File: src/rtl/alu_share_arbiter.sv
// alu_share_arbiter: shares one 32-bit ALU between two requesters.
// The block grants requesters round-robin over valid/ready handshakes and
// registers the operands that drive the ALU. One cycle later it captures the
// ALU outputs into a tagged response register, with the fields cleaned up
// according to the opcode class.
module alu_share_arbiter #(
    parameter int W   = 32,
    parameter int OPW = 8
) (
    input  logic           clk,
    input  logic           rst,
    input  logic           req0_valid,
    input  logic [OPW-1:0] req0_op,
    input  logic [W-1:0]   req0_a,
    input  logic [W-1:0]   req0_b,
    output logic           req0_ready,
    input  logic           req1_valid,
    input  logic [OPW-1:0] req1_op,
    input  logic [W-1:0]   req1_a,
    input  logic [W-1:0]   req1_b,
    output logic           req1_ready,
    output logic [OPW-1:0] alu_op,
    output logic [W-1:0]   alu_in1,
    output logic [W-1:0]   alu_in2,
    input  logic [W-1:0]   alu_result,
    input  logic           alu_z,
    input  logic           alu_cout,
    input  logic           alu_of,
    output logic           rsp_valid,
    input  logic           rsp_ready,
    output logic           rsp_id,
    output logic [W-1:0]   rsp_result,
    output logic           rsp_z,
    output logic           rsp_cout,
    output logic           rsp_of,
    output logic           rsp_err
);

    typedef enum logic [1:0] {
        ST_IDLE = 2'd0,
        ST_EXEC = 2'd1,
        ST_RESP = 2'd2
    } state_t;

    // ALU opcode landmarks used by the sanitiser
    localparam logic [OPW-1:0] OP_ADD    = OPW'(8'h00);
    localparam logic [OPW-1:0] OP_SUB    = OPW'(8'h01);
    localparam logic [OPW-1:0] OP_ADDU   = OPW'(8'h08);
    localparam logic [OPW-1:0] OP_SUBU   = OPW'(8'h09);
    localparam logic [OPW-1:0] OP_CMP_LO = OPW'(8'h10);
    localparam logic [OPW-1:0] OP_CMP_HI = OPW'(8'h15);

    // Arithmetic, logic and shift ops occupy 0x00..0x09
    function automatic logic is_arith(input logic [OPW-1:0] op);
        return (op <= OP_SUBU);
    endfunction

    // Compares occupy 0x10..0x15
    function automatic logic is_cmp(input logic [OPW-1:0] op);
        return (op >= OP_CMP_LO) && (op <= OP_CMP_HI);
    endfunction

    // Carry is only meaningful for add/subtract flavours
    function automatic logic has_cout(input logic [OPW-1:0] op);
        return (op == OP_ADD) || (op == OP_SUB) || (op == OP_ADDU) || (op == OP_SUBU);
    endfunction

    // Overflow is only meaningful for signed add/subtract
    function automatic logic has_of(input logic [OPW-1:0] op);
        return (op == OP_ADD) || (op == OP_SUB);
    endfunction

    state_t         r_state;
    state_t         w_state_nxt;
    logic           r_last_grant;
    logic           r_pend_id;
    logic [OPW-1:0] r_alu_op;
    logic [W-1:0]   r_alu_in1;
    logic [W-1:0]   r_alu_in2;
    logic           r_rsp_valid;
    logic           r_rsp_id;
    logic [W-1:0]   r_rsp_result;
    logic           r_rsp_z;
    logic           r_rsp_cout;
    logic           r_rsp_of;
    logic           r_rsp_err;

    logic           w_accept;
    logic           w_grant;
    logic           w_grant_id;
    logic [OPW-1:0] w_sel_op;
    logic [W-1:0]   w_sel_a;
    logic [W-1:0]   w_sel_b;
    logic [W-1:0]   w_san_result;
    logic           w_san_z;
    logic           w_san_cout;
    logic           w_san_of;
    logic           w_san_err;

    // Accept window and round-robin grant selection; nothing is granted during reset
    always_comb begin
        w_accept   = 1'b0;
        w_grant    = 1'b0;
        w_grant_id = 1'b0;
        if (rst) begin
            w_accept = 1'b0;
        end else if (r_state == ST_IDLE) begin
            w_accept = 1'b1;
        end else if ((r_state == ST_RESP) && rsp_ready) begin
            w_accept = 1'b1;
        end else begin
            w_accept = 1'b0;
        end
        if (req0_valid && req1_valid) begin
            w_grant_id = ~r_last_grant;
        end else if (req1_valid) begin
            w_grant_id = 1'b1;
        end else begin
            w_grant_id = 1'b0;
        end
        w_grant = w_accept && (req0_valid || req1_valid);
    end

    assign req0_ready = w_grant && !w_grant_id;
    assign req1_ready = w_grant && w_grant_id;
    assign w_sel_op   = w_grant_id ? req1_op : req0_op;
    assign w_sel_a    = w_grant_id ? req1_a  : req0_a;
    assign w_sel_b    = w_grant_id ? req1_b  : req0_b;

    // Next-state logic: EXEC always lasts one cycle, RESP waits for the consumer
    always_comb begin
        w_state_nxt = r_state;
        case (r_state)
            ST_IDLE: begin
                if (w_grant) begin
                    w_state_nxt = ST_EXEC;
                end else begin
                    w_state_nxt = ST_IDLE;
                end
            end
            ST_EXEC: begin
                w_state_nxt = ST_RESP;
            end
            ST_RESP: begin
                if (w_grant) begin
                    w_state_nxt = ST_EXEC;
                end else if (rsp_ready) begin
                    w_state_nxt = ST_IDLE;
                end else begin
                    w_state_nxt = ST_RESP;
                end
            end
            default: begin
                w_state_nxt = ST_IDLE;
            end
        endcase
    end

    // Clean up the raw ALU outputs; undefined opcodes ignore the (stale) ALU entirely
    always_comb begin
        w_san_result = '0;
        w_san_z      = 1'b0;
        w_san_cout   = 1'b0;
        w_san_of     = 1'b0;
        w_san_err    = 1'b0;
        if (is_arith(r_alu_op)) begin
            w_san_result = alu_result;
            w_san_cout   = has_cout(r_alu_op) ? alu_cout : 1'b0;
            w_san_of     = has_of(r_alu_op) ? alu_of : 1'b0;
        end else if (is_cmp(r_alu_op)) begin
            w_san_z = alu_z;
        end else begin
            w_san_err = 1'b1;
        end
    end

    // FSM state register
    always_ff @(posedge clk) begin
        if (rst) begin
            r_state <= ST_IDLE;
        end else begin
            r_state <= w_state_nxt;
        end
    end

    // Round-robin memory and the id of the op currently in the ALU
    always_ff @(posedge clk) begin
        if (rst) begin
            r_last_grant <= 1'b1;
            r_pend_id    <= 1'b0;
        end else if (w_grant) begin
            r_last_grant <= w_grant_id;
            r_pend_id    <= w_grant_id;
        end
    end

    // ALU operand registers; they move only on a grant to keep the ALU inputs quiet
    always_ff @(posedge clk) begin
        if (rst) begin
            r_alu_op  <= '0;
            r_alu_in1 <= '0;
            r_alu_in2 <= '0;
        end else if (w_grant) begin
            r_alu_op  <= w_sel_op;
            r_alu_in1 <= w_sel_a;
            r_alu_in2 <= w_sel_b;
        end
    end

    // Response register: captured in EXEC, held in RESP until the consumer takes it
    always_ff @(posedge clk) begin
        if (rst) begin
            r_rsp_valid  <= 1'b0;
            r_rsp_id     <= 1'b0;
            r_rsp_result <= '0;
            r_rsp_z      <= 1'b0;
            r_rsp_cout   <= 1'b0;
            r_rsp_of     <= 1'b0;
            r_rsp_err    <= 1'b0;
        end else if (r_state == ST_EXEC) begin
            r_rsp_valid  <= 1'b1;
            r_rsp_id     <= r_pend_id;
            r_rsp_result <= w_san_result;
            r_rsp_z      <= w_san_z;
            r_rsp_cout   <= w_san_cout;
            r_rsp_of     <= w_san_of;
            r_rsp_err    <= w_san_err;
        end else if ((r_state == ST_RESP) && rsp_ready && !w_grant) begin
            r_rsp_valid <= 1'b0;
        end
    end

    assign alu_op     = r_alu_op;
    assign alu_in1    = r_alu_in1;
    assign alu_in2    = r_alu_in2;
    assign rsp_valid  = r_rsp_valid;
    assign rsp_id     = r_rsp_id;
    assign rsp_result = r_rsp_result;
    assign rsp_z      = r_rsp_z;
    assign rsp_cout   = r_rsp_cout;
    assign rsp_of     = r_rsp_of;
    assign rsp_err    = r_rsp_err;

endmodule

File: config.mk
export PLATFORM = sky130hd
export DESIGN_NAME = alu_share_arbiter
export DESIGN_NICKNAME = d
export VERILOG_FILES = /design/src/rtl/alu_share_arbiter.sv
export SDC_FILE = /design/constraint.sdc
export NUM_CORES = 1
export LEC_CHECK = 0
export BUFFER_PORTS_ARGS = -buffer_cell sky130_fd_sc_hd__buf_2
export CAP_MARGIN = 5
export CORE_MARGIN = 5
export CORE_UTILIZATION = 30
export CTS_CLUSTER_SIZE = 8
export DETAILED_ROUTE_END_ITERATION = 10
export SETUP_SLACK_MARGIN = 0.4
export SYNTH_ARGS = -nofsm -noshare
export SYNTH_HDL_FRONTEND = slang
export SYNTH_SLANG_ARGS = --single-unit
File: constraint.sdc
create_clock -name clk -period 3.9 [get_ports clk]
set_input_delay 0.39 -clock clk [delete_from_list [all_inputs] [get_ports clk]]
set_output_delay 0.39 -clock clk [all_outputs]
set_load 0.02 [all_outputs]
; ---- Word-level counts from Yosys, hierarchy flattened
; Cells that the tools add are included.
[word_totals]
wordCells = 61
register_bits = 114
inputBits = 184
out_inout_bits = 112
[op_classes]
bitwise = 1
n_mux = 23
n_lt_le_gt_ge = 3
reduce_logical = 16
n_eq_ne = 5
[ops]
columns = operator, n
row1 = $mux 32, 3
row2 = $eq 8x4->1 const B, 2
row3 = $mux 1, 16
row4 = $eq 8x1->1 const B, 1
row5 = $ge 8x5->1 const B, 1
row6 = $le 8x4->1 const B, 1
row7 = $le 8x5->1 const B, 1
row8 = $logic_not 8->1, 1
row9 = $mux 8, 1
row10 = $logic_and 1x1->1, 7
row11 = $pmux 2 s3, 1
row12 = $logic_or 1x1->1, 4
row13 = $mux 2, 2
row14 = $eq 2x1->1 const B, 1
row15 = $eq 2x2->1 const B, 1
row16 = $logic_not 1->1, 2
row17 = $logic_not 2->1, 1
row18 = $reduce_bool 2->1, 1
row19 = $not 1->1, 1

; ---- Logic depth before layout (Yosys ltp)
; Gate-level depths: netlist of run 1.
[depth]
ltp_word = 10
mapped_depth = 6
mapped_depth_nobuf = 4

; ---- Least setup slack after synthesis of run 1
; No wires, ideal clock.
[synth_timing]
path_kind = in2out
start = input rst
end = output req0_ready
path_buffers = 2
t_required_ps = 3510
setup_slack_ps = 2230
stages = 5
arrival_time_ps = 1280
path_cell_list = clkbuf_1 > nor2_2 > o2111ai_2 > clkbuf_1 > inv_1
[synth_between]
elab_chain_len = 3
[synth_rtl]
columns = item, line_no
row1 = from (decl), 11  ; input logic rst,
row2 = $mux 1, 105  ; if (rst) begin
row3 = $logic_and 1x1->1, 121  ; w_grant = w_accept && (req0_valid || req1_valid);
row4 = $logic_and 1x1->1, 124  ; assign req0_ready = w_grant && !w_grant_id;
row5 = to (decl), 16  ; output logic req0_ready,
; Every way passes these cells.

; ---- Worst setup path after layout of run 1
[layout_timing]
start = input rst
end = output req1_ready
[layout_between]
elab_chain_len = 3
[layout_rtl]
columns = item, line_no
row1 = $mux 1, 105
row2 = $logic_and 1x1->1, 121
row3 = $logic_and 1x1->1, 125  ; assign req1_ready = w_grant && w_grant_id;
row4 = to (decl), 21  ; output logic req1_ready,
; Every way passes these cells.

==> results_dict.tcl, run 1 <==
set metrics [dict create \
    worst_path_most_repeated_cell "buf_2" \
    grt_use_total_pct 17.1 \
    synth_edf_count 0 \
    die_h_um 139 \
    cts-root-buf "clkbuf_16" \
    rrSetupSlack_ps 1800 \
    die_x_um 139 \
    power.density_mw_per_mm2 487 \
    clock_skew_ps 9.14 \
    r2r-start "r_last_grant" \
    yosysUniqueCellTypes 33 \
    cts_hold_buf 0 \
    relSlewSlack_pct 26.0 \
    drtPass1Iterations 5 \
    die_area_mm2 0.0194 \
    drt_iter0_markers 200 \
    syn_inst 562 \
    layout_setup_ws_ps 1240 \
    fillCellCount 1678 \
    pwr-share-clk_pct 43.8 \
    syn_nets 746 \
    clkTransAtPathRegs_ps 60 \
    grt_pass1_vias 5147 \
    cts_max_level 4 \
    cts_sinks 114 \
    dp_cells 1033 \
    coreArea_mm2 0.0165 \
    io_buffers 295 \
    period_needed_ps 2660 \
    tightest_slew_ps 1110 \
    hold_start "req1_op[4]" \
    cp-end-kind "output port" \
    mostFrequentLayoutCells "295 x buf_2, 151 x inv_1, 114 x dfxtp_1" \
    cts_tree "built" \
    start_util_pct 30.4 \
    crit_path_top_delay_cell "buf_4" \
    drv_slew 0 \
    p_leak_nw 3.58 \
    worstSkewPairLatency_ps 410 \
    drive_gt1_share_pct 42.4 \
    top_layer "met4" \
    ys.flop_type "dfxtp_1" \
    finalHoldViolations 0 \
    overflow 0 \
    outcome "finished, final reports clean" \
    hold_class "input pin to flip-flop" \
    r2r_cells 3 \
    pre_cts_ws_ps 1210 \
    drv_cap 0 \
    antenna_found_initial 2 \
    grt_start_max_net_pins 75 \
    met3_length_mm 1.57 \
    ys_ff_latch 114 \
    dpl.hpwl_mm 11.9 \
    wl_met2_mm 8.12 \
    rsz0062_at_grt "no" \
    final_common_cell "buf_2" \
    fmax_ghz 0.376 \
    required_ps 3510 \
    final_antenna_net_count 0 \
    critPathArrivalTime_ps 2270 \
    postCtsSetupBuffers 0 \
    async_flop_share_pct 0 \
    swShare_pct 28.4 \
    area_growth_pct 44.0 \
    crit_fanout 74 \
    holdPathStages 3 \
    viasPerCell 4.77 \
    fin_cells 1067 \
    rows 47 \
    hold_end "alu_op[4]" \
    comb_power_share_pct 18.3 \
    yosysSeqAreaShare_pct 45.6 \
    grt_pass1_wl_mm 26.7 \
    drt-total-wl_mm 17.0 \
    internal_power_mw 2.51 \
    post_cts_resized 0 \
    crit_path_start_kind "input pin" \
    path_delay_family "buffers and inverters" \
    ir_drop_mv 0.311 \
    post-route-period-util_pct 68.1 \
    drt-met1-wl_mm 6.98 \
    slowest_delay_ps 700 \
    drc 0 \
    avgSynthCellArea_um2 8.91 \
    cts.path.max_buffers 2 \
    power_mw 3.51 \
    setup_viol 0 \
    setup-tns-final_ps 0 \
    worstPathCellList "buf_2, nor2_4, buf_4, nand3_1, inv_1, buf_2" \
    p_switching_mw 0.998 \
    ys_warn_count 0 \
    gp_congestion 0.788 \
    vias 5092 \
    io_pins 296 \
    r2r-end "alu_in1[4]" \
    numCtsBuffers 17 \
    critical_path_class "input pin to output port" \
    finalNetCount 1016 \
    cp_num_buf_inv 4 \
    p_seq_share_pct 37.9 \
    syn_area_mm2 0.00501 \
    routedWlPerCell_um 15.9 \
]
[how the worst max path moves through the flow]
stage          start         end  cells past startpoint
2_1_floorplan    rst  req0_ready                      5
3_3_place_gp     rst  req1_ready                      6
3_5_place_dp     rst   alu_op[0]                      5
4_1_cts          rst  req1_ready                      6
5_1_grt          rst  req1_ready                      6
6_report         rst  req1_ready                      6
[registers in the layout, summed over array words and instances, names as in the netlist, 2 cells and up]
register    count
alu_in1        32
alu_in2        32
rsp_result     32
alu_op          8
r_state         2
[power by group through the flow]
| stage | registers (mW) | logic [mW] | clock network (mW) |
|---|---|---|---|
| after global routing | 1.34 | 0.707 | 1.63 |
| after detailed placement | 1.35 | 0.652 | 0 |
| final | 1.33 | 0.643 | 1.54 |
| after global placement | 1.35 | 0.649 | 0 |
| after CTS | 1.33 | 0.654 | 1.58 |
| after floorplan | 1.47 | 0.271 | 0 |
[per-layer routing]
| metal | up-vias | global-route usage, % |
|---|---|---|
| met5 | - | 0 |
| met3 | 19 | 7.14 |
| li1 | 2523 | - |
| met1 | 2328 | 19.9 |
| met2 | 222 | 28.5 |
| met4 | 0 | 5.82 |
[cell type report]
cell class                      instances  area [um2]  area share (%)
Sequential cell                       114        2280            31.7
Multi-Input combinational cell        246        1960            27.2
Timing Repair Buffer                  302        1530            21.2
Inverter                              151         567            7.86
Clock buffer                           23         488            6.77
Tap cell                              220         275            3.82
Clock inverter                          9         104            1.44
Antenna cell                            2        5.00          0.0694
[synth_stat cells (all sizes together), types with 3 or more instances]
cell,n,share of area (%)
nor3,32,5.0
clkbuf,26,1.9
a21oi,8,0.87
nand4,74,9.2
nor2,3,0.28
inv,151,11
nand2,4,0.30
mux2i,32,6.4
buf,25,2.9
nor2b,3,0.37
o221ai,72,13
dfxtp,114,46
[stage by stage]
| step | utilization, % | hold WS (ps) | area [um2] |
|---|---|---|---|
| 4_1_cts | 43.8 | 194 | 7210 |
| 3_5_place_dp | 40.2 | 442 | 6610 |
| 6_report | 43.8 | 217 | 7210 |
| 2_1_floorplan | - | 432 | 5010 |
| 3_3_place_gp | 40.2 | 443 | 6610 |
| 5_1_grt | 43.8 | 214 | 7210 |
[tightest hold or removal path, stage by stage]
cell      delay [ps]
buf_2             70
nand4_1           60
o221ai_1          70
[logic make-up (layout without fill, tap and decap cells)]
family                 Yosys count  count (layout)  synth area share (%)
AOI/OAI and AO/OA               90              90                  15.5
buffers and inverters          202             485                  16.1
DFF                            114             114                  45.6
muxes                           32              32                  6.40
other                            0               2                     0
and+or+nand+nor                124             124                  16.4
(Power assumes the default switching activity.)
==> run 2: changes to the inputs <==
Clock period 3.9 ns to 2.1 ns, I/O delays scaled along.
==> results_dict.tcl, run 2 (synthesized netlist as in run 1, its figures left out) <==
set metrics [dict create \
    drt-total-wl_mm 17.4 \
    fillCellCount 1668 \
    dp_cells 1038 \
    crit_fanout 6 \
    clkTransAtPathRegs_ps 50 \
    cts_tree "built" \
    final_antenna_net_count 0 \
    worstSetupEndpoint "req1_ready" \
    setup_viol 0 \
    fin_cells 1070 \
    rows 47 \
    critical_path_depth 5 \
    drtPass1Iterations 4 \
    fmax_ghz 0.635 \
    r2r-start "r_state[1]" \
    start_util_pct 30.4 \
    crit_path_top_delay_cell "dfxtp_2" \
    rsz0062_at_grt "no" \
    ir_drop_mv 0.562 \
    swShare_pct 27.3 \
    vias 5084 \
    finalNetCount 1024 \
    drv_slew 0 \
    coreArea_mm2 0.0165 \
    grt_pass1_vias 5186 \
    overflow 0 \
    grt_use_total_pct 17.3 \
    worstSkewPairLatency_ps 400 \
    p_switching_mw 1.80 \
    worstPathCellList "nand2b_4, buf_12, nand3_1, inv_1, buf_2" \
    startpoint "r_state[1]" \
    io_pins 296 \
    drive_gt1_share_pct 42.8 \
    cts-root-buf "clkbuf_16" \
    rrSetupSlack_ps 570 \
    finalHoldViolations 0 \
    required_ps 1890 \
    routedWlPerCell_um 16.3 \
    cp-end-kind "output port" \
    placed_cell_area_mm2 0.00669 \
    clock_skew_ps 5.18 \
    antennaDiodeCount 0 \
    critPathArrivalTime_ps 1370 \
    drv_cap 0 \
    crit_path_start_kind "flip-flop" \
    die_h_um 139 \
    die_x_um 139 \
    io_buffers 295 \
    outcome "finished, final reports clean" \
    path_delay_family "flip-flops" \
    area_growth_pct 46.9 \
    final_common_cell "buf_2" \
    period_needed_ps 1580 \
    cts_sinks 114 \
    mostFrequentLayoutCells "295 x buf_2, 151 x inv_1, 112 x dfxtp_1" \
    antenna_found_initial 0 \
    p_leak_nw 3.67 \
    pwr-share-clk_pct 43.5 \
    numCtsBuffers 17 \
    finish.instance_area_mm2 0.00735 \
    setup-tns-final_ps 0 \
    p_seq_share_pct 37.6 \
    internal_power_mw 4.77 \
    drc 0 \
    relSlewSlack_pct 66.3 \
    hold_class "input pin to flip-flop" \
    critical_path_class "flip-flop to output port" \
    slowest_delay_ps 400 \
    tightest_slew_ps 499 \
    dpl.hpwl_mm 12.0 \
    viasPerCell 4.75 \
    cts.path.max_buffers 2 \
    r2r_cells 4 \
    grt_pass1_wl_mm 26.9 \
    gp_congestion 0.810 \
    drt_iter0_markers 157 \
    cts_max_level 4 \
    post-route-period-util_pct 75.0 \
    final_util_pct 44.7 \
    comb_power_share_pct 18.9 \
    power.density_mw_per_mm2 893 \
    cp_num_buf_inv 3 \
    die_area_mm2 0.0194 \
    grt_start_max_net_pins 73 \
    r2r-end "alu_in2[4]" \
]
[run 2: cell count changes in the layout (fill, tap and decap cells not counted), moves of 2 or more]
cell        before  now
buf_12           0    3
buf_4            7   10
dfxtp_1        114  112
dfxtp_2          0    2
bufbuf_16        0    2
diode_2          2    0
clkinvlp_4       2    0
[run 2: worst min-delay path by stage]
| stage | from | endpoint | cells past startpoint |
|---|---|---|---|
| 6_report | req1_b[29] | alu_in2[29] | 3 |
| 5_1_grt | req1_b[29] | alu_in2[29] | 3 |
| 4_1_cts | req1_b[12] | alu_in2[12] | 3 |
| 3_3_place_gp | rsp_cout | rsp_cout | 2 |
| 2_1_floorplan | rsp_ready | rsp_valid | 1 |
| 3_5_place_dp | rsp_cout | rsp_cout | 2 |
[run 2: per-stage QoR]
stage	setup slack (ps)	total power [mW]	hold WS [ps]
2_1_floorplan	753	3.23	351
3_3_place_gp	551	3.74	441
3_5_place_dp	492	3.74	450
4_1_cts	431	6.67	15.9
5_1_grt	428	6.87	25.3
6_report	524	6.57	43.0
[run 2: layer usage]
layer / vias to the layer above / wire (um) / track usage [%]
li1: 2540 / - / -
met1: 2304 / 7090 / 19.6
met2: 216 / 8190 / 28.6
met3: 24 / 1810 / 7.66
met4: 0 / 328 / 6.69
met5: - / 0 / 0
[run 2: worst register-to-register path, stage by stage, from the launching register on]
cell      delay, ps
dfxtp_2         360
nor2b_1         180
o31ai_4         260
buf_12          300
o221ai_1        300
[run 2: area by class of cell]
type / instances / area (um2) / area share (%)
Clock buffer: 23 / 478 / 6.50
Clock inverter: 6 / 105 / 1.43
Inverter: 151 / 567 / 7.71
Multi-Input combinational cell: 246 / 1970 / 26.7
Sequential cell: 114 / 2280 / 31.1
Tap cell: 220 / 275 / 3.74
Timing Repair Buffer: 310 / 1680 / 22.8
[run 2: power groups by stage]
stage / combinational (mW) / sequential, mW / clock [mW]
after global routing: 1.35 / 2.49 / 3.03
final: 1.24 / 2.47 / 2.86
after floorplan: 0.504 / 2.73 / 0
after CTS: 1.26 / 2.47 / 2.94
after detailed placement: 1.24 / 2.51 / 0
after global placement: 1.23 / 2.51 / 0
[run 2: what timing repair did]
item	4_1_cts	5_1_grt
gates cloned	2	0
hold buffers	0	0
setup buffers	1	0
endpoints found under the setup margin	1	2
gates resized for setup	2	1
pin swaps	0	1
